==> src/rtl/lfsr_rr_sched.sv <==
// Shared 8-bit Galois LFSR byte source, round-robin granted to NUM_REQ requesters.
// Optional period self-check enabled by LFSR_RR_SCHED_PERIOD_CHK_EN.
module lfsr_rr_sched #(
  parameter int         NUM_REQ      = 4,
  parameter int         WARMUP_STEPS = 16,
  parameter logic [7:0] RESET_SEED   = 8'h01
) (
  input  logic               clock,
  input  logic               reset,
  input  logic               seed_valid,
  input  logic [7:0]         seed_data,
  input  logic [NUM_REQ-1:0] req,
  output logic [NUM_REQ-1:0] gnt,
  output logic [7:0]         rnd_data,
`ifdef LFSR_RR_SCHED_PERIOD_CHK_EN
  output logic               period_wrap,
  output logic               period_err,
`endif
  output logic               busy
);

  localparam int PW  = $clog2(NUM_REQ);
  localparam int PW1 = PW + 1;

  typedef enum logic {WARMUP, RUN} fsm_e;

  function automatic logic [7:0] lfsr_step(input logic [7:0] s);
    logic [7:0] n;
    n[7] = s[0];
    n[6] = s[7];
    n[5] = s[6] ^ s[0];
    n[4] = s[5] ^ s[0];
    n[3] = s[4];
    n[2] = s[3];
    n[1] = s[2];
    n[0] = s[1] ^ s[0];
    return n;
  endfunction

  fsm_e               fsm_q, fsm_d;
  logic [7:0]         lfsr_q, lfsr_d;
  logic [7:0]         wcnt_q, wcnt_d;
  logic [PW-1:0]      ptr_q, ptr_d;
  logic [NUM_REQ-1:0] gnt_q, gnt_d;
  logic [7:0]         rnd_q, rnd_d;

  logic [2*NUM_REQ-1:0] req_sh;
  logic [NUM_REQ-1:0]   rot;
  logic [PW1-1:0]       sum;
  logic [PW-1:0]        win;
  logic                 found;

  // Rotate req so bit 0 is the pointer position, then take the first set bit.
  always_comb begin
    req_sh = {req, req} >> ptr_q;
    rot    = req_sh[NUM_REQ-1:0];
    found  = 1'b0;
    win    = '0;
    sum    = '0;
    for (int i = 0; i < NUM_REQ; i++) begin
      if (!found && rot[PW'(i)]) begin
        found = 1'b1;
        sum   = {1'b0, ptr_q} + PW1'(i);
        if (sum >= PW1'(NUM_REQ)) begin
          sum = sum - PW1'(NUM_REQ);
        end
        win = sum[PW-1:0];
      end
    end
  end

  always_comb begin
    fsm_d  = fsm_q;
    lfsr_d = lfsr_q;
    wcnt_d = wcnt_q;
    ptr_d  = ptr_q;
    gnt_d  = '0;
    rnd_d  = rnd_q;
    if (seed_valid) begin
      lfsr_d = (seed_data == 8'h00) ? 8'h01 : seed_data;
      wcnt_d = 8'(WARMUP_STEPS);
      fsm_d  = WARMUP;
    end else begin
      unique case (fsm_q)
        WARMUP: begin
          if (wcnt_q != 8'd0) begin
            lfsr_d = lfsr_step(lfsr_q);
            wcnt_d = wcnt_q - 8'd1;
          end else begin
            fsm_d = RUN;
          end
        end
        RUN: begin
          if (found) begin
            gnt_d  = NUM_REQ'(1) << win;
            rnd_d  = lfsr_q;
            lfsr_d = lfsr_step(lfsr_q);
            ptr_d  = (win == PW'(NUM_REQ - 1)) ? '0 : win + 1'b1;
          end
        end
        default: fsm_d = WARMUP;
      endcase
    end
  end

  always_ff @(posedge clock) begin
    if (reset) begin
      fsm_q  <= WARMUP;
      lfsr_q <= RESET_SEED;
      wcnt_q <= 8'(WARMUP_STEPS);
      ptr_q  <= '0;
      gnt_q  <= '0;
      rnd_q  <= 8'h00;
    end else begin
      fsm_q  <= fsm_d;
      lfsr_q <= lfsr_d;
      wcnt_q <= wcnt_d;
      ptr_q  <= ptr_d;
      gnt_q  <= gnt_d;
      rnd_q  <= rnd_d;
    end
  end

  assign gnt      = gnt_q;
  assign rnd_data = rnd_q;
  assign busy     = (fsm_q == WARMUP);

`ifdef LFSR_RR_SCHED_PERIOD_CHK_EN
  logic [7:0] pcnt_q, pcnt_d;
  logic [7:0] start_q, start_d;
  logic [7:0] pnext;
  logic       wrap_q, wrap_d;
  logic       err_q, err_d;
  logic       adv;
  logic       start_cap;

  assign adv       = !seed_valid && (fsm_q == RUN) && found;
  assign start_cap = !seed_valid && (fsm_q == WARMUP) && (wcnt_q == 8'd0);

  // Start value is the state on entry to RUN; it must recur exactly every 255 advances.
  always_comb begin
    pcnt_d  = pcnt_q;
    start_d = start_q;
    wrap_d  = 1'b0;
    err_d   = err_q;
    pnext   = (pcnt_q == 8'd254) ? 8'd0 : pcnt_q + 8'd1;
    if (seed_valid) begin
      pcnt_d = '0;
      err_d  = 1'b0;
    end else if (start_cap) begin
      pcnt_d  = '0;
      start_d = lfsr_q;
    end else if (adv) begin
      pcnt_d = pnext;
      wrap_d = (pnext == 8'd0);
      if ((pnext == 8'd0) != (lfsr_d == start_q)) begin
        err_d = 1'b1;
      end
    end
  end

  always_ff @(posedge clock) begin
    if (reset) begin
      pcnt_q  <= '0;
      start_q <= RESET_SEED;
      wrap_q  <= 1'b0;
      err_q   <= 1'b0;
    end else begin
      pcnt_q  <= pcnt_d;
      start_q <= start_d;
      wrap_q  <= wrap_d;
      err_q   <= err_d;
    end
  end

  assign period_wrap = wrap_q;
  assign period_err  = err_q;
`endif

endmodule

==> config.mk <==
export PLATFORM = sky130hd
export DESIGN_NAME = lfsr_rr_sched
export DESIGN_NICKNAME = d
export VERILOG_FILES = /design/src/rtl/lfsr_rr_sched.sv
export SDC_FILE = /design/constraint.sdc
export NUM_CORES = 1
export LEC_CHECK = 0
export CORE_MARGIN = 2
export CORE_UTILIZATION = 45
export DETAILED_ROUTE_END_ITERATION = 16
export GPL_TIMING_DRIVEN = 1
export PLACE_DENSITY = 0.79
export SLEW_MARGIN = 20
export SYNTH_ARGS = -nofsm -noshare
export SYNTH_HDL_FRONTEND = slang
export SYNTH_SLANG_ARGS = --single-unit
==> constraint.sdc <==
create_clock -name clock -period 5.3 [get_ports clock]
set_input_delay 1.06 -clock clock [delete_from_list [all_inputs] [get_ports clock]]
set_output_delay 1.06 -clock clock [all_outputs]
set_load 0.02 [all_outputs]
# After elaboration in Yosys (flattened, before gate mapping)
# Cells that the tools add are included.
[totals] mem_bits_rw=0 reg_bits=31 mem_count=0 latch_bits=0 rom_bits=0 input_bits=15 word_cells=47
[op_classes] n_reduce_logical=9 multipliers=0 addsub=5 n_eq_ne=3 magnitude_cmp=2 shift=2 div_mod_pow=0 muxes=14 bitwise_logic=6
[ops] cell="8-bit two-way mux" n=4
[ops] cell="8-bit one-hot mux with 2 select lines" n=1
[ops] cell="2-bit two-way mux" n=5
[ops] cell="8-bit logical NOT" n=1
[ops] cell="8-bit nonzero test" n=1
[ops] cell="8-bit by 2-bit right shift with 2-bit output" n=1
[ops] cell="8-bit by 1-bit subtractor with 8-bit output (second input constant)" n=1
[ops] cell="3-bit by 2-bit inequality test with 1-bit output (second input constant)" n=2
[ops] cell="1-bit two-way mux" n=4
[ops] cell="2-bit AND reduction" n=2
[ops] cell="4-bit OR reduction" n=1
[ops] cell="1-bit by 2-bit << shifter with 4-bit output (first input constant)" n=1
[ops] cell="2-bit by 1-bit subtractor with 2-bit output (second input constant)" n=2
[ops] cell="2-bit by 1-bit adder with 3-bit output (second input constant)" n=1
[ops] cell="2-bit by 3-bit >= comparator with 1-bit output (second input constant)" n=1
[ops] cell="3-bit >= comparator (second input constant)" n=1
[ops] cell="1-bit inverter" n=3
[ops] cell="3-bit AND reduction" n=1
[ops] cell="1-bit bitwise XOR" n=3
[ops] cell="2-bit by 1-bit adder with 2-bit output (second input constant)" n=1
[ops] cell="2-bit == test (second input constant)" n=1
[ops] cell="2-bit OR reduction" n=1
[ops] cell="1-bit logical AND" n=1
[ops] cell="1-bit logical NOT" n=1

# Longest topological paths before layout
# Gate-level depths: netlist (run 1).
[logic_depth] word_depth=8 ltp_mapped=7

# Worst setup path before layout (run 1)
# No wires, ideal clock.
[synth_timing] path_type="input to register" from="in req[0]" to="reg lfsr_q[6]" t_arrival_ps=2267 setup_ps=103 path_slack_ps=2929 stages=6 cell_sequence="nor2_1 mux4_2 a21oi_4 buf_6 nor3_2 a2111oi_2"
[synth_between] elab_chain_cells=7
[synth_rtl] item="start, declared" line="12" rtl="input logic [NUM_REQ-1:0] req,"
[synth_rtl] item="8-bit by 2-bit right shift with 2-bit output (*)" line="55" rtl="req_sh = {req, req} >> ptr_q;"
[synth_rtl] item="1-bit two-way mux" line="61" rtl="if (!found && rot[PW'(i)]) begin"
[synth_rtl] item="1-bit logical NOT" line="61"
[synth_rtl] item="1-bit logical AND" line="61"
[synth_rtl] item="1-bit two-way mux (*)" line="61"
[synth_rtl] item="3-bit by 2-bit inequality test with 1-bit output (no source line) (*)"
[synth_rtl] item="2-bit AND reduction (no source line) (*)"
[synth_rtl] item="end signal, assigned" line="116" rtl="lfsr_q <= lfsr_d;"
[synth_rtl] item="end, declared" line="41" rtl="logic [7:0] lfsr_q, lfsr_d;"
# Every way passes the cells marked *; elsewhere a longest branch is shown, timed or not.
# A chain may end at the register's enable or synchronous reset.

# Worst setup path after layout (run 1)
[layout_timing] from="in seed_valid" to="reg gnt_q[1] (netlist: gnt[1])"
[layout_between] elab_chain_cells=1
[layout_rtl] item="start, declared" line="10" rtl="input logic seed_valid,"
[layout_rtl] item="4-bit OR reduction (no source line)"
[layout_rtl] item="end signal, assigned" line="119" rtl="gnt_q <= gnt_d;"
[layout_rtl] item="end, declared" line="44" rtl="logic [NUM_REQ-1:0] gnt_q, gnt_d;"
# No other way between the ends.

==> results of run 1 <==
-- sequential cells by signal, indices dropped and copies added (netlist names) --
signal,cells
rnd_data,8
lfsr_q,8
gnt,4
wcnt_q,8
fsm_q,1
ptr_q,2
-- metrics by stage --
stage          area [um2]  utilization (%)
2_1_floorplan        1400                -
3_3_place_gp         1680             56.0
3_5_place_dp         1680             56.0
4_1_cts              1750             58.3
5_1_grt              1750             58.4
6_report             1750             58.4
-- final cells by class --
type	count	area [um2]
inverters	5	18.8
flip-flops and latches	31	621
repair buffers	27	270
multi-input cells	104	734
clock buffers	8	68.8
well taps	33	41.3
fillers	248	1250
-- final timing paths --
| path | start | end | slack, ps | cells after the start |
|---|---|---|---|---|
| setup / recovery | seed_valid | gnt[1] | 2170 | 5 |
| hold / removal | wcnt_q[7] | wcnt_q[7] | 490 | 2 |
| setup reg to reg | ptr_q[0] | gnt[1] | 3160 | 4 |
| hold reg to reg | wcnt_q[7] | wcnt_q[7] | 490 | 2 |
-- power by group through the flow --
| stage | combinational, mW | sequential, mW | clock, mW |
|---|---|---|---|
| finish | 0.0823 | 0.259 | 0.154 |
| global route | 0.0931 | 0.262 | 0.169 |
| CTS | 0.0823 | 0.259 | 0.158 |
| detailed placement | 0.0818 | 0.265 | 0 |
| global placement | 0.0778 | 0.264 | 0 |
| floorplan | 0.0594 | 0.262 | 0 |
-- layout by cell type, fill, tap and decap left out, drive strengths merged, types with 3 or more instances in the layout --
cell	synthesis	routed
a2111oi	5	5
a22o	9	9
clkbuf	2	8
clkdlybuf4s50	0	27
dfxtp	31	31
inv	5	5
nand2	8	8
nand3	5	5
nor2	21	21
nor2b	5	5
nor3	10	10
nor4	3	3
xor2	7	7
-- cell families (layout without fill, tap and decap cells) --
logic type | after synthesis | in the layout | share of synthesized area [%]
adders and majority gates | 2 | 2 | 1.79
and+or+nand+nor | 65 | 65 | 25.0
xor gates and xnor gates | 9 | 9 | 5.63
AOI/OAI and AO/OA | 25 | 25 | 16.6
buffers and inverters | 11 | 40 | 3.66
muxes | 3 | 3 | 3.04
DFF | 31 | 31 | 44.3
-- tightest hold or removal path, stage by stage, from the launching register on --
cell and delay (ps):
dfxtp_1 340, nand2_1 60, a21oi_1 50
-- routing by layer --
metal	track usage, %	part of all wire [%]
met5	0	0
met4	7.62	0.50
met3	5.63	4.4
met2	28.3	50
met1	21.5	45
==> summary.md, run 1 <==
| Metric | Value |
|---|---|
| Status | `finished, final reports clean` |
| Die X | `59.8 um` |
| Routed wire length | `2.82 mm` |
| First-pass DRT Iterations | `4` |
| Final Hold Vio Count | `0` |
| Top_reg_cell synth | `dfxtp_1` |
| Slowest CP cell | `clkdlybuf4s50_1` |
| WP buf/inv | `2` |
| CTS resizes | `0` |
| Routed Antenna Nets | `0` |
| Pin count of the biggest net entering global routing | `24` |
| Power density cells | `283 nW/um2` |
| Leak | `0.631 nW` |
| Placed cell count | `200` |
| Synthesized Nets | `163` |
| Tot Pwr | `0.496 mW` |
| Post-CTS Setup Bufs | `0` |
| Hpwl dp | `2.09 mm` |
| Nets | `191` |
| Yosys top cell area share | `44.3%` |
| Clk buf depth | `2` |
| Worst skew pair latency | `330 ps` |
| Sw Ratio | `26.8%` |
| Most frequent cell after synthesis | `dfxtp_1` |
| DR iter-0 viols | `67` |
| H-Tree Depth | `2` |
| TritonCTS clock tree | `done` |
| Routed length per placed instance | `13.6 um` |
| Crit path max-delay family | `simple AND/OR/NAND/NOR gates` |
| Pint | `0.363 mW` |
| Vias | `1170` |
| Critical path's largest stage delay | `770 ps` |
| CTS sink cnt | `31` |
| Flops & latches, synth | `31` |
| Core Region | `3000 um2` |
| Area Growth Syn to Fin | `25.2%` |
| Largest area contributor in the netlist | `dfxtp_1` |
| Die H | `59.8 um` |
| Root Driver | `clkbuf_4` |
| First-pass GRT wire length | `4.71 mm` |
| P_sw | `0.133 mW` |
| GRT Resource Usage Total | `17.6%` |
| Ys async rst share | `0%` |
| Initial antenna violation count | `0` |
| I/O pin cnt | `28` |
| Post-Synthesis Cells | `146` |
| Die Area | `3580 um2` |
| WP data arrival | `3360 ps` |
| Post-synth EDFFs | `0` |
| Max cap viols | `0` |
| Post-synthesis sequential area ratio | `44.3%` |
| Post-place setup slack | `1510 ps` |
| Worst setup path category | `input port to flop` |
| N_diodes | `0` |
| Relative slew slack | `50.2%` |
| # DRC | `0` |
| Initial Util | `46.7%` |
| Avg Inst Size Synth | `9.60 um2` |
| Final Critical Period | `3130 ps` |
| CP endpoint kind | `flop` |
| Cell area after synthesis | `1400 um2` |
| Critical-path maximum fanout | `23` |
| Slew @ Worst Pin | `743 ps` |
| Tcrit/Tclk final | `59.0%` |
| Max-slew violations | `0` |
| Sequential share of power | `52.3%` |
| Clock power share | `31.1%` |
| Share of cells above drive strength 1 | `10.9%` |
| Vias per inst | `5.63` |
| Number of global-route vias before repair | `1073` |
| Std cell rows | `20` |
| Clock slew at reported path FFs | `90 ps` |
| Top post-synthesis cells by area | `dfxtp_1, a22o_1, nor2_1, xor2_1, a2111oi_2` |
| Worst vdd ir | `0.000163 V` |
| RePlAce Congestion | `0.787` |
| Setup clock skew after layout | `5.72 ps` |
| Final WS setup | `2170 ps` |
| Final setup violation count | `0` |
| Crit path cell chain | `clkdlybuf4s50_1 > or2_2 > nor3_2 > inv_1 > nor3_1` |
| Maximum clock rate | `320 MHz` |
| Hold Path Class | `flop to flop` |
| Unique masters post-synth | `40` |
| Hold_ws | `488 ps` |
| RSZ-0062 raised after global routing | `no` |
| YS warnings | `0` |
| CTS Hold Bufs | `0` |
| Port Buffer Count | `27` |
| Comb pwr share | `16.6%` |
| Commonest cells post-synth | `dfxtp_1, nor2_1, a22o_1` |
| Final setup TNS | `0 ps` |
| Cts bufs inserted | `5` |
| CP startpoint kind | `input port` |
| Total gr overflow | `0` |
| CP Data Required Time | `5540 ps` |
| Post-route insts no fill | `208` |
Note: power is estimated with default switching activity, not from simulation.
==> run 2, diff against run 1 <==
clock period = 2.9 ns   (was 5.3 ns; I/O delays follow)
==> run 2 against run 1 <==
Net effect:
- clock-buffer cell count fell by 2
- clock skew rose by 2.7 ps
- sequential power grew 83%
- worst setup slack lost 1600 ps
- final cell count up 0.96%
- die area is the same
- critical path depth is 1 higher
- total power is 71% higher
==> summary.md, run 2 (same netlist as run 1, synthesis figures left out) <==
| Metric | Value |
|---|---|
| First-pass DRT Iterations | `4` |
| Filler cells | `269` |
| Critical-path maximum fanout | `15` |
| Nets | `195` |
| H-Tree Depth | `2` |
| Root Driver | `clkbuf_4` |
| Routed Antenna Nets | `0` |
| Hold_ws | `480 ps` |
| Reg2reg start | `ptr_q[0]` |
| Worst skew pair latency | `330 ps` |
| Post-CTS Setup Bufs | `0` |
| R2R depth | `4` |
| Worst setup path category | `input port to flop` |
| CP endpoint kind | `flop` |
| Die Area | `3580 um2` |
| Clk buf depth | `2` |
| Vias | `1160` |
| # DRC | `0` |
| CTS resizes | `0` |
| Reg area | `621 um2` |
| Multi-input logic area | `729 um2` |
| TritonCTS clock tree | `done` |
| Die H | `59.8 um` |
| Placed cell count | `204` |
| Number of global-route vias before repair | `1082` |
| Routed wire length | `2.75 mm` |
| Clock power share | `25.8%` |
| FF-to-FF setup slack | `910 ps` |
| DR iter-0 viols | `43` |
| RePlAce Congestion | `0.798` |
| Comb pwr share | `18.1%` |
| Cts bufs inserted | `5` |
| CTS Hold Bufs | `0` |
| Maximum clock rate | `427 MHz` |
| Pint | `0.610 mW` |
| Most frequent cells in the layout | `dfxtp_1, clkdlybuf4s50_1, nor2_1` |
| Final setup violation count | `0` |
| P_sw | `0.236 mW` |
| Total gr overflow | `0` |
| RSZ-0062 raised after global routing | `no` |
| Core Region | `3000 um2` |
| CTS sink cnt | `31` |
| Relative slew slack | `49.6%` |
| Sw Ratio | `27.9%` |
| Pin count of the biggest net entering global routing | `23` |
| N_diodes | `0` |
| Sequential share of power | `56.0%` |
| First-pass GRT wire length | `4.64 mm` |
| Max cap viols | `0` |
| Final Hold Vio Count | `0` |
| CP startpoint kind | `input port` |
| Die X | `59.8 um` |
| Share of cells above drive strength 1 | `11.3%` |
| Final Critical Period | `2340 ps` |
| Power density cells | `483 nW/um2` |
| Max-slew violations | `0` |
| Hpwl dp | `2.04 mm` |
| Vias per inst | `5.52` |
| Leak | `0.636 nW` |
| Port Buffer Count | `27` |
| Tcrit/Tclk final | `80.8%` |
| Initial antenna violation count | `0` |
| Status | `finished, final reports clean` |
| GRT Resource Usage Total | `17.5%` |
| CP Data Required Time | `3110 ps` |
| Post-route insts no fill | `210` |
| Worst hold stages | `2` |
| Final setup TNS | `0 ps` |
| Routed length per placed instance | `13.1 um` |
| Initial Util | `46.7%` |
| Core Util, Final | `58.3%` |
| Slew @ Worst Pin | `752 ps` |
| WP data arrival | `2560 ps` |
| Worst reg2reg endpoint | `lfsr_q[3]` |
| I/O pin cnt | `28` |
| Commonest non-fill, non-tap cell in the layout | `dfxtp_1` |
| Clock slew at reported path FFs | `90 ps` |
| Area Growth Syn to Fin | `25.0%` |
| Hold EP | `wcnt_q[7]` |
| Hold Path Origin | `wcnt_q[7]` |
| Worst vdd ir | `0.000203 V` |
| Setup clock skew after layout | `8.39 ps` |
| Std cell rows | `20` |
| Hold Path Class | `flop to flop` |
run 2: cell types whose count changed in the layout (fill, tap and decap cells not counted):
cell	before	now
clkbuf_8	2	0
nor3_1	7	8
nor3_2	3	2
buf_4	0	4
run 2: through the flow:
stage | worst slack [ps] | area, um2 | total power [mW]
3_3_place_gp | 279 | 1710 | 0.629
6_report | 556 | 1750 | 0.846
3_5_place_dp | 200 | 1710 | 0.637
5_1_grt | 419 | 1750 | 0.898
4_1_cts | 543 | 1750 | 0.853
2_1_floorplan | 1010 | 1400 | 0.587
run 2: power by group through the flow:
stage                     Sequential [mW]  Combinational (mW)  Clock, mW
after global routing                0.478               0.174      0.246
after CTS                           0.474               0.155      0.224
after floorplan                     0.478               0.109          0
after global placement              0.482               0.147          0
after detailed placement            0.484               0.154          0
final                               0.474               0.153      0.219
run 2: worst max path at each step:
stage / startpoint / to / cells after the start
2_1_floorplan: req[0] / lfsr_q[6] / 6
5_1_grt: req[2] / lfsr_q[3] / 6
6_report: req[2] / lfsr_q[3] / 6
3_5_place_dp: req[2] / lfsr_q[3] / 6
4_1_cts: req[2] / lfsr_q[3] / 6
3_3_place_gp: req[2] / lfsr_q[7] / 6
run 2: cell type report:
| type | count | area share, % |
|---|---|---|
| clock buffers | 6 | 2.36 |
| inverters | 5 | 1.07 |
| multi-input cells | 104 | 41.6 |
| flip-flops and latches | 31 | 35.4 |
| well taps | 33 | 2.36 |
| repair buffers | 31 | 17.1 |
run 2: layer usage:
layer	track usage, %	share of wire [%]	vias up
met2	27.6	47	24
li1	-	-	589
met1	21.2	46	539
met4	10.5	2.7	0
met3	4.55	3.3	8
met5	0	0	-
run 2: worst max-delay path, stage by stage:
cell and delay, ps:
clkdlybuf4s50_1 540, nor2_1 70, mux4_2 520, a21oi_4 410, nor3_1 80, a2111oi_0 350
==> run 3, diff against run 2 <==
clock period = 2.2 ns   (was 2.9 ns; I/O delays follow)
==> run 3 against run 2 <==
Net effect:
- total power rose by 40%
- largest cell class unchanged
- critical endpoint unchanged
- combinational power rose by 47%
- hold slack improved by 11 ps
==> summary.md, run 3 (same netlist as run 1, synthesis figures left out) <==
| Metric | Value |
|---|---|
| Max cap viols | `0` |
| Final Critical Period | `2110 ps` |
| I/O pin cnt | `28` |
| Status | `finished, final reports clean` |
| First-pass GRT wire length | `4.86 mm` |
| Slowest CP cell | `clkdlybuf4s50_1` |
| Maximum clock rate | `475 MHz` |
| CP Data Required Time | `2390 ps` |
| Clock slew at reported path FFs | `90 ps` |
| WP buf/inv | `1` |
| Crit path max-delay family | `compound AO/OA/AOI/OAI gates` |
| Tcrit/Tclk final | `95.8%` |
| Final Hold Vio Count | `0` |
| Die Area | `3580 um2` |
| Post-CTS Setup Bufs | `0` |
| RePlAce Congestion | `0.777` |
| Routed length per placed instance | `13.5 um` |
| Number of global-route vias before repair | `1106` |
| Share of cells above drive strength 1 | `17.9%` |
| Final setup TNS | `0 ps` |
| Max-slew violations | `0` |
| H-Tree Depth | `2` |
| Hold Path Class | `flop to flop` |
| First-pass DRT Iterations | `4` |
| DR iter-0 viols | `48` |
| Critical path's largest stage delay | `550 ps` |
| Placed cell count | `214` |
| Initial Util | `46.7%` |
| Post-route insts no fill | `223` |
| Hold EP | `rnd_data[4]` |
| TritonCTS clock tree | `done` |
| Core Region | `3000 um2` |
| Post-place setup slack | `-322 ps` |
| Hold Path Origin | `rnd_data[4]` |
| Initial antenna violation count | `0` |
| Pin count of the biggest net entering global routing | `22` |
| Worst reg2reg endpoint | `lfsr_q[5]` |
| Port Buffer Count | `27` |
| WP data arrival | `2300 ps` |
| FF-to-FF setup slack | `210 ps` |
| Root Driver | `clkbuf_4` |
| Worst hold stages | `1` |
| Worst vdd ir | `0.000311 V` |
| Vias per inst | `5.46` |
| Routed wire length | `3.02 mm` |
| Area Growth Syn to Fin | `33.5%` |
| Final setup violation count | `0` |
| Critical-path maximum fanout | `6` |
| Reg2reg start | `wcnt_q[2]` |
| Slew @ Worst Pin | `616 ps` |
| Std cell rows | `20` |
| Nets | `207` |
| Final WS setup | `92.7 ps` |
| Clk buf depth | `2` |
| Vias | `1217` |
| CTS Hold Bufs | `0` |
| CP startpoint kind | `input port` |
| CP endpoint kind | `flop` |
| Tot Pwr | `1.18 mW` |
| Worst skew pair latency | `320 ps` |
| Die H | `59.8 um` |
| Crit path cell chain | `clkdlybuf4s50_1 > nor2_1 > mux4_2 > a21oi_4 > nor3_1 > a2111oi_0` |
| R2R depth | `6` |
| Routed Antenna Nets | `0` |
| CTS sink cnt | `31` |
| Most frequent cells in the layout | `dfxtp_1, clkdlybuf4s50_1, nor2_1` |
| CTS resizes | `0` |
| Commonest non-fill, non-tap cell in the layout | `dfxtp_1` |
| N_diodes | `0` |
| Setup clock skew after layout | `7.41 ps` |
| Hpwl dp | `2.17 mm` |
| Power density cells | `633 nW/um2` |
| Cts bufs inserted | `5` |
| Die X | `59.8 um` |
| Leak | `0.702 nW` |
| GRT Resource Usage Total | `18.0%` |
| Worst setup path category | `input port to flop` |
| Total gr overflow | `0` |
| # DRC | `0` |
| Relative slew slack | `58.8%` |
## run 3: cell types whose count changed in the layout (fill, tap and decap cells not counted), sizes merged
cell,before,now
buf,4,15
a21oi,2,3
clkinv,0,1
## run 3: power by group
group          internal (mW)  total [mW]  switching, mW
Sequential             0.592       0.625         0.0337
Clock                  0.148       0.334          0.186
Combinational          0.116       0.225          0.109
Total                  0.855        1.18          0.329
## run 3: how the worst max path moves through the flow
stage,startpoint,depth (start not counted),end
6_report,req[2],6,lfsr_q[3]
5_1_grt,req[2],6,lfsr_q[3]
2_1_floorplan,req[0],6,lfsr_q[6]
4_1_cts,req[2],6,lfsr_q[3]
3_5_place_dp,req[2],6,lfsr_q[3]
3_3_place_gp,req[2],6,lfsr_q[1]
## run 3: metrics by stage
| step | util [%] | hold WS (ps) | area [um2] |
|---|---|---|---|
| 2_1_floorplan | - | 445 | 1400 |
| 3_3_place_gp | 59.9 | 455 | 1800 |
| 3_5_place_dp | 59.9 | 462 | 1800 |
| 4_1_cts | 61.8 | 490 | 1850 |
| 5_1_grt | 62.3 | 502 | 1870 |
| 6_report | 62.3 | 490 | 1870 |
## run 3: final cells by class
class / count / area, um2
timing repair buffer: 42 / 395
tap: 33 / 41.3
clock inverter: 1 / 5.00
sequential: 31 / 621
fill: 244 / 1130
inverter: 5 / 18.8
multi-input combinational: 105 / 738
clock buffer: 6 / 51.3
## run 3: metal layers
metal / track usage, % / vias to the layer above / share of wire (%)
met5: 0 / - / 0
met4: 7.30 / 0 / 1.8
met3: 5.41 / 6 / 4.6
met2: 28.0 / 36 / 47
met1: 23.3 / 558 / 47
li1: - / 617 / -
